File: src/rtl/led_pkg.sv
// ----------------------------------------------------------------------------
// led_pkg
// Shared constants for the PWM breathing LED controller.
//   mode_e    : per-channel output mode (OFF, ON, FIXED duty, BREATHE)
//   breath_e  : breath FSM direction (UP, DOWN)
//   div_width : register width for a 0..n-1 counter (never below 1 bit)
// ----------------------------------------------------------------------------
package led_pkg;

    typedef enum logic [1:0] {
        MODE_OFF     = 2'd0,
        MODE_ON      = 2'd1,
        MODE_FIXED   = 2'd2,
        MODE_BREATHE = 2'd3
    } mode_e;

    typedef enum logic {
        BR_UP   = 1'b0,
        BR_DOWN = 1'b1
    } breath_e;

    function automatic int div_width(input int n);
        return (n > 1) ? $clog2(n) : 1;
    endfunction

endpackage

File: src/rtl/breath_chan.sv
// ----------------------------------------------------------------------------
// breath_chan
// One LED channel: triangle-wave breath level FSM, optional square-law
// gamma correction, and the PWM compare that yields the next o_led value.
//   i_clk     : clock
//   i_reset   : asynchronous active-high reset (level -> RST_LVL, state UP)
//   i_tick    : breath step strobe, one cycle, coincident with counter wrap
//   i_cnt     : shared PWM counter
//   i_mode    : shadowed channel mode
//   i_duty    : shadowed channel fixed duty
//   o_led_d   : next value of this channel's registered LED output
// ----------------------------------------------------------------------------
module breath_chan
    import led_pkg::*;
#(
    parameter int              PW      = 8,
    parameter int              GAMMA   = 1,
    parameter logic [PW-1:0]   RST_LVL = '0
)(
    input  logic          i_clk,
    input  logic          i_reset,
    input  logic          i_tick,
    input  logic [PW-1:0] i_cnt,
    input  mode_e         i_mode,
    input  logic [PW-1:0] i_duty,
    output logic          o_led_d
);

    localparam logic [PW-1:0] LVL_MAX = '1;
    localparam logic [PW-1:0] LVL_TOP = LVL_MAX - PW'(1);

    breath_e       state_q, state_d;
    logic [PW-1:0] lvl_q, lvl_d;
    logic [PW-1:0] eff;
    logic [PW-1:0] cmp;

    // State register
    always_ff @(posedge i_clk or posedge i_reset) begin
        if (i_reset) begin
            state_q <= BR_UP;
            lvl_q   <= RST_LVL;
        end else begin
            state_q <= state_d;
            lvl_q   <= lvl_d;
        end
    end

    // Next state: the level turns around at the end stops instead of
    // wrapping; the >=/<= comparisons also catch a reset level that starts
    // at full scale.
    always_comb begin
        state_d = state_q;
        lvl_d   = lvl_q;
        if (i_tick) begin
            case (state_q)
                BR_UP: begin
                    if (lvl_q >= LVL_TOP) begin
                        state_d = BR_DOWN;
                        lvl_d   = LVL_MAX;
                    end else begin
                        lvl_d   = lvl_q + PW'(1);
                    end
                end
                BR_DOWN: begin
                    if (lvl_q <= PW'(1)) begin
                        state_d = BR_UP;
                        lvl_d   = '0;
                    end else begin
                        lvl_d   = lvl_q - PW'(1);
                    end
                end
                default: begin
                    state_d = BR_UP;
                end
            endcase
        end
    end

    // Effective level: upper half of L*L when gamma is on
    if (GAMMA != 0) begin : g_gamma
        assign eff = PW'(({{PW{1'b0}}, lvl_q} * {{PW{1'b0}}, lvl_q}) >> PW);
    end else begin : g_linear
        assign eff = lvl_q;
    end

    // Output: compare level selection and PWM compare
    always_comb begin
        cmp     = '0;
        o_led_d = 1'b0;
        case (i_mode)
            MODE_OFF:     o_led_d = 1'b0;
            MODE_ON:      o_led_d = 1'b1;
            MODE_FIXED: begin
                cmp     = i_duty;
                o_led_d = (i_cnt < cmp);
            end
            MODE_BREATHE: begin
                cmp     = eff;
                o_led_d = (i_cnt < cmp);
            end
            default:      o_led_d = 1'b0;
        endcase
    end

endmodule

File: src/rtl/pwm_breather.sv
// ----------------------------------------------------------------------------
// pwm_breather
// Multi-channel PWM LED driver with per-channel OFF/ON/FIXED/BREATHE modes.
// A shared PW-bit counter sets the PWM period (2^PW cycles); mode and duty
// are shadowed at the period boundary so outputs never glitch mid-period.
//   Parameters: NCH channels, PW counter bits, BDIV periods per breath step,
//               GAMMA (1 = square-law breath level, 0 = linear)
//   i_clk   : clock
//   i_reset : asynchronous active-high reset
//   i_mode  : 2 bits per channel, channel k at [2k+1:2k]
//   i_duty  : PW bits per channel, channel k at [PW*k+PW-1:PW*k]
//   o_led   : registered PWM outputs, one per channel
//   o_sync  : one-cycle pulse aligned with o_led of counter value 0
// ----------------------------------------------------------------------------
module pwm_breather
    import led_pkg::*;
#(
    parameter int NCH   = 4,
    parameter int PW    = 8,
    parameter int BDIV  = 4,
    parameter int GAMMA = 1
)(
    input  logic                i_clk,
    input  logic                i_reset,
    input  logic [2*NCH-1:0]    i_mode,
    input  logic [PW*NCH-1:0]   i_duty,
    output logic [NCH-1:0]      o_led,
    output logic                o_sync
);

    localparam int              DIV_W    = div_width(BDIV);
    localparam logic [DIV_W-1:0] DIV_LAST = DIV_W'(BDIV - 1);
    localparam logic [PW-1:0]   CNT_MAX  = '1;

    logic [PW-1:0]      cnt_q,   cnt_d;
    logic [DIV_W-1:0]   div_q,   div_d;
    logic [2*NCH-1:0]   smode_q, smode_d;
    logic [PW*NCH-1:0]  sduty_q, sduty_d;
    logic [NCH-1:0]     led_q,   led_d;
    logic               sync_q,  sync_d;

    logic               wrap;
    logic               tick;

    assign wrap = (cnt_q == CNT_MAX);
    assign tick = wrap && (div_q == DIV_LAST);

    always_comb begin
        cnt_d   = cnt_q + PW'(1);
        div_d   = div_q;
        smode_d = smode_q;
        sduty_d = sduty_q;
        // Shadow load and divider advance only on the last counter value,
        // so the new settings take effect exactly at counter 0.
        if (wrap) begin
            div_d   = (div_q == DIV_LAST) ? '0 : div_q + DIV_W'(1);
            smode_d = i_mode;
            sduty_d = i_duty;
        end
    end

    // o_led reflects the previous counter value, so o_sync registers
    // "counter was 0" to stay aligned with it.
    assign sync_d = (cnt_q == '0);

    always_ff @(posedge i_clk or posedge i_reset) begin
        if (i_reset) begin
            cnt_q   <= '0;
            div_q   <= '0;
            smode_q <= '0;
            sduty_q <= '0;
            led_q   <= '0;
            sync_q  <= 1'b0;
        end else begin
            cnt_q   <= cnt_d;
            div_q   <= div_d;
            smode_q <= smode_d;
            sduty_q <= sduty_d;
            led_q   <= led_d;
            sync_q  <= sync_d;
        end
    end

    for (genvar k = 0; k < NCH; k++) begin : g_chan
        // Staggered start level k*2^PW/NCH spreads the channels' phases.
        localparam longint        RST_FULL = (longint'(k) << PW) / longint'(NCH);
        localparam logic [PW-1:0] RST_LVL  = PW'(RST_FULL);

        breath_chan #(
            .PW      (PW),
            .GAMMA   (GAMMA),
            .RST_LVL (RST_LVL)
        ) u_chan (
            .i_clk   (i_clk),
            .i_reset (i_reset),
            .i_tick  (tick),
            .i_cnt   (cnt_q),
            .i_mode  (mode_e'(smode_q[2*k +: 2])),
            .i_duty  (sduty_q[PW*k +: PW]),
            .o_led_d (led_d[k])
        );
    end

    assign o_led  = led_q;
    assign o_sync = sync_q;

endmodule

File: config.mk
export PLATFORM = sky130hd
export DESIGN_NAME = pwm_breather
export DESIGN_NICKNAME = d
export VERILOG_FILES = /design/src/rtl/led_pkg.sv /design/src/rtl/breath_chan.sv /design/src/rtl/pwm_breather.sv
export SDC_FILE = /design/constraint.sdc
export NUM_CORES = 1
export LEC_CHECK = 0
export BUFFER_PORTS_ARGS = -buffer_cell sky130_fd_sc_hd__buf_4
export CELL_PAD_IN_SITES_DETAIL_PLACEMENT = 0
export CELL_PAD_IN_SITES_GLOBAL_PLACEMENT = 1
export CORE_UTILIZATION = 54
export DETAILED_ROUTE_END_ITERATION = 10
export PLACE_DENSITY_LB_ADDON = 0.1
export SLEW_MARGIN = 15
export SYNTH_ARGS = -nofsm -noshare
export SYNTH_HDL_FRONTEND = slang
export SYNTH_HIERARCHICAL = 1
export SYNTH_SLANG_ARGS = --single-unit
File: constraint.sdc
create_clock -name i_clk -period 13.1 [get_ports i_clk]
set_clock_uncertainty 0.15 [all_clocks]
set_input_delay 1.31 -clock i_clk [delete_from_list [all_inputs] [get_ports i_clk]]
set_output_delay 1.31 -clock i_clk [all_outputs]
set_load 0.01 [all_outputs]
== Word-level counts from Yosys, hierarchy flattened ==
Cells that the tools add are included.
Word-level totals
  bits in registers: 91
  bits in latches: 0
  bits in writable memories: 0
  ROM bits: 0
  memories kept: 0
Operators by class
  add/sub/neg operators: 10
  multipliers: 4
  div/mod/pow operators: 0
  order comparisons: 16
  eq/ne operators: 14
  shift operators: 0
  muxes and demuxes: 29
  bitwise logic cells: 4
  reductions and logical operators: 6
Operators with widths (count)
  $lt A8 B8 Y1: 8
  $mul A8 B8 Y16: 4
  $mux W8: 8
  $pmux W8 S2: 4
  $add A8 B1 Y8 const B: 5
  $ge A8 B8 Y1 const B: 4
  $le A8 B1 Y1 const B: 4
  $sub A8 B1 Y8 const B: 4
  $eq A2 B2 Y1 const B: 9
  $pmux W1 S4: 4
  $eq A2 B1 Y1 const B: 4
  $eq A8 B8 Y1 const B: 1
  $logic_not A2 Y1: 4
  $logic_not A8 Y1: 1
  $mux W1: 8
  $pmux W1 S2: 4
  $not A1 Y1: 4
  $add A2 B1 Y2 const B: 1
  $mux W2: 1
  $logic_and A1 B1 Y1: 1

== Longest topological paths before layout ==
  word-level depth: 3
  depth in mapped cells: 23
  depth with buffers taken out: 22

== By module ==
The synthesis kept the hierarchy.
By module, submodules not included
  breath_chan (g_chan[1].u_chan ...): times used 2, cells each 327, area an instance 2683.8 um^2
  breath_chan (g_chan[0].u_chan): times used 1, cells each 327, area an instance 2682.6 um^2
  breath_chan (g_chan[3].u_chan): times used 1, cells each 321, area an instance 2641.3 um^2
  pwm_breather: times used 1, cells each 126, area an instance 2083.2 um^2

== Worst setup path after synthesis ==
Ideal clock, no wire load.
  path type: register -> register
  start: reg g_chan[3].u_chan.lvl_q[6]
  end: reg led_q[3] (netlist: o_led[3])
  data arrival time: 5427 ps
  required time: 12811 ps
  path slack: 7384 ps
  cell stages (with the launch flop): 22
  path buffers: 2
  cell sequence: dfstp_2 > clkbuf_1 > clkbuf_1 > and2_1 > fa_1 > fa_1 > inv_1 > fa_1 > fa_1 > inv_1 > ha_1 > o211ai_1 > a211oi_1 > or4b_1 > a31oi_1 > xnor2_1 > ha_1 > nand4_1 > nor2_1 > nand4_1 > a31oi_1 > o221ai_1
On the way
  cells in the longest elaborated chain, start to end: 3
Ends and longest elaborated chain
  start: declaration: RTL line breath_chan.sv:33  | logic [PW-1:0] lvl_q, lvl_d;
  start signal: assignment: RTL line breath_chan.sv:44  | lvl_q <= lvl_d;
  $mul A8 B8 Y16: RTL line breath_chan.sv:81  | assign eff = PW'(({{PW{1'b0}}, lvl_q} * {{PW{1'b0}}, lvl_q}) >> PW);
  $lt A8 B8 Y1: RTL line breath_chan.sv:99  | o_led_d = (i_cnt < cmp);
  $pmux W1 S4: RTL line breath_chan.sv:90  | case (i_mode)
  via led_d[3]: RTL line pwm_breather.sv:39  | logic [NCH-1:0] led_q, led_d;
  end signal: assignment: RTL line pwm_breather.sv:79  | led_q <= led_d;
  end: declaration: RTL line pwm_breather.sv:39
The timed path passes the listed nets, and every way through them passes these cells.
A chain may end at the register's enable or synchronous reset.

== Final worst setup path ==
  start: reg g_chan[2].u_chan.lvl_q[2]
  end: reg led_q[2] (netlist: o_led[2])
On the way
  cells in the longest elaborated chain, start to end: 3
Ends and longest elaborated chain (RTL line)
  start: declaration: breath_chan.sv:33
  start signal: assignment: breath_chan.sv:44
  $mul A8 B8 Y16: breath_chan.sv:81
  $lt A8 B8 Y1: breath_chan.sv:99
  $pmux W1 S4: breath_chan.sv:90
  via led_d[2]: pwm_breather.sv:39
The timed path passes the listed nets, and every way through them passes these cells.

==> out/qor.txt <==
status -> completed
Slew @ Worst Pin -> 0.738 ns
Cell variety after synth -> 70
critical path data arrival time -> 6.12 ns
Internal Power -> 442 µW
CP startpoint -> g_chan[2].u_chan/lvl_q[2]
vias in the first global route -> 9684
Max Transition Viols Final -> 0
root buffer cell -> clkbuf_16
CTS clock-pin slew for the worst setup and hold paths -> 0.08 ns
r2r startpoint -> g_chan[2].u_chan/lvl_q[2]
CTS sink cnt -> 91
routed wire length -> 27.5 mm
part of the power in registers -> 0.484
post-route cell area -> 13600 µm²
Reg2Reg Setup Slack -> 7.08 ns
Setup TNS Final -> 0 ns
maximum vdd drop -> 0.0618 mV
Sw Ratio -> 0.237
Reg2Reg Capture Point -> o_led[2]
Synth-to-Final Area Change -> 6.16%
Avg Cell Area, Syn -> 8.95 µm²
busiest metal layer after global routing -> met2
Initial Util -> 0.557
commonest non-fill, non-tap cell in the layout -> inv_1
Pwr Density -> 42.8 nW/µm²
worst endpoint required time -> 13.20 ns
Layout fillers -> 2089
setup violators final -> 0
GR Layer Usage met3 -> 0.0219
Core ar. -> 22900 µm²
crit share post-route -> 0.460
Placed Area -> 13300 µm²
Slew headroom -> 0.508
Post-CTS Setup Bufs -> 0
Setup crit end -> o_led[2]
RSZ-0062 raised after global routing -> no
GP Congestion -> 0.847
met1 Track Usage GR -> 0.354
post-layout min period -> 6.02 ns
first-pass GRT wire length -> 47.7 mm
Async SR Flop Fraction -> 1.00
HPWL Detailed -> 21.4 mm
Gate Count Post-Synth -> 1428
most frequent cells in the layout -> inv_1 (253), ha_1 (195), fa_1 (96), nor2_1 (89), dfrtp_1 (87)
IO Port Bufs -> 46
Worst Hold Class -> flop to flop
ant diodes -> 0
Clock Latency Late Sink -> 0.35 ns
CP Max Fanout -> 11
Crit. End Element -> flop
detailed router's first-iteration violation count -> 451
antenna-violating nets left -> 0
grt total ovfl -> 0
drt first pass iters -> 5
Rows -> 55
synthesis warning total -> 6
CP Class -> flop to flop
CP Launch Type -> flop
top cells by area, synth -> ha_1 (19%), dfrtp_1 (17%), fa_1 (15%)
drt via density -> 5.56
Post-CTS Hold Buffers -> 0
Clock Path Buffers -> 2
Post-synth EDFFs -> 0
final net count -> 1769
Synth Area in Adders -> 0.341
DRC -> 0
Leak -> 7.11 nW
via count -> 9756
register area share after synthesis -> 0.179
largest family of logic cells by synthesized area -> adder cells
Yosys top cell area share -> 0.191
Net Sw Power -> 137 µW
r2r worst-path depth -> 19
Combinational Power Share -> 0.029
worst hold stages -> 1
H-tree depth reported by CTS -> 3
initial antenna violation count -> 0
share of layout cells above drive strength 1 -> 0.101
Clock power frac -> 0.487
XOR/XNOR Fraction of Synth Area -> 0.0398
Die ar. -> 24300 µm²
Max-cap violations -> 0
post-synth top area cell -> ha_1
Post-Synth Simple-Gate Area -> 0.142
mux cell area share after synthesis -> 0.0475
WL/cell -> 15.7 µm
largest net degree at the start of global routing -> 56
Syn Nets -> 1761
Die Span Y -> 156 µm
highest clock rate -> 166 MHz
Post-synth top flop -> dfrtp_1
number of buffers created by CTS -> 9
Final Hold Vio Count -> 0
Post-Syn Area -> 12800 µm²
fin util -> 0.592
Final Power -> 580 µW
compound-cell area share of the yosys netlist -> 0.152
Die Width -> 156 µm
Top Ports -> 47
M2 GR Usage -> 0.395
Tot GR Track Use -> 0.244
# resized after CTS -> 0
Seq cells post-synth -> 91
CTS tree -> done
[cells by family after synthesis]
logic type                 after synthesis
and+or+nand+nor                        348
xor gates and xnor gates                58
AOI/OAI and AO/OA                      272
DFF                                     91
buffers and inverters                  313
adders and majority gates              291
muxes                                   55
[worst max-delay path: stages, from the launching register on]
cell and delay, ns:
dfrtp_1 0.57, inv_1 0.25, nor2_1 0.29, fa_1 0.49
fa_1 0.54, inv_1 0.05, fa_1 0.50, fa_1 0.54
inv_1 0.04, ha_1 0.35, o211ai_1 0.11, a211oi_1 0.44
o211a_1 0.27, nor2_1 0.06, xor2_1 0.14, ha_1 0.30
nand4_1 0.15, a211oi_1 0.26, a31oi_1 0.12, a311o_1 0.27
[cell type report]
cell class                      instances  area [µm²]  area share
Sequential cell                        91        2280       0.168
Timing Repair Buffer                   49         368      0.0271
Tap cell                              313         392      0.0289
Inverter                              261         980      0.0722
Multi-Input combinational cell       1024        9240       0.681
Clock buffer                           10         239      0.0176
Clock inverter                          6        63.8     0.00471
[layer usage]
metal	wire, µm	share of wire
met1	13600	0.49
met2	12700	0.46
met3	905	0.033
met4	356	0.013
met5	0	0
[power by group through the flow]
stage	clock (mW)	sequential [mW]	combinational, mW
6_report	0.282	0.281	0.0168
4_1_cts	0.293	0.281	0.0175
3_5_place_dp	0	0.286	0.0175
3_3_place_gp	0	0.286	0.0174
2_1_floorplan	0	0.286	0.00430
5_1_grt	0.300	0.281	0.0187
[cells in the mapped netlist (all sizes together), types with 34 or more instances]
master and count:
a21oi 53, inv 254, fa 96, o21ai 52
mux2 45, dfrtp 87, nor3 37, clkbuf 34
nor2 89, nand3 38, and2 44, xnor2 35
ha 195, nand2 64
[stage by stage]
stage                     worst slack (ns)  instances  hold slack [ns]
after global placement                7.18       1738            0.327
after CTS                             7.08       1754            0.361
after global routing                  6.61       1754            0.365
final                                 7.08       1754            0.356
after floorplan                       7.38       1428            0.308
after detailed placement              7.11       1738            0.346
[flip-flops by register name (all words and copies together) (netlist names)]
| name | count |
|---|---|
| cnt_q | 8 |
| o_led | 4 |
| o_sync | 1 |
| sduty_q | 32 |
| div_q | 2 |
| g_chan.u_chan/lvl_q | 32 |
| smode_q | 8 |
| g_chan.u_chan/state_q | 4 |
[how the worst min path moves through the flow]
stage                            from          end  slack [ns]
after floorplan           sduty_q[12]  sduty_q[12]        0.31
after global placement    sduty_q[12]  sduty_q[12]        0.33
after detailed placement   sduty_q[3]   sduty_q[3]        0.35
after CTS                 sduty_q[27]  sduty_q[27]        0.36
after global routing       sduty_q[3]   sduty_q[3]        0.37
final                     sduty_q[29]  sduty_q[29]        0.36
No activity file was read; power rests on OpenSTA's default activity.
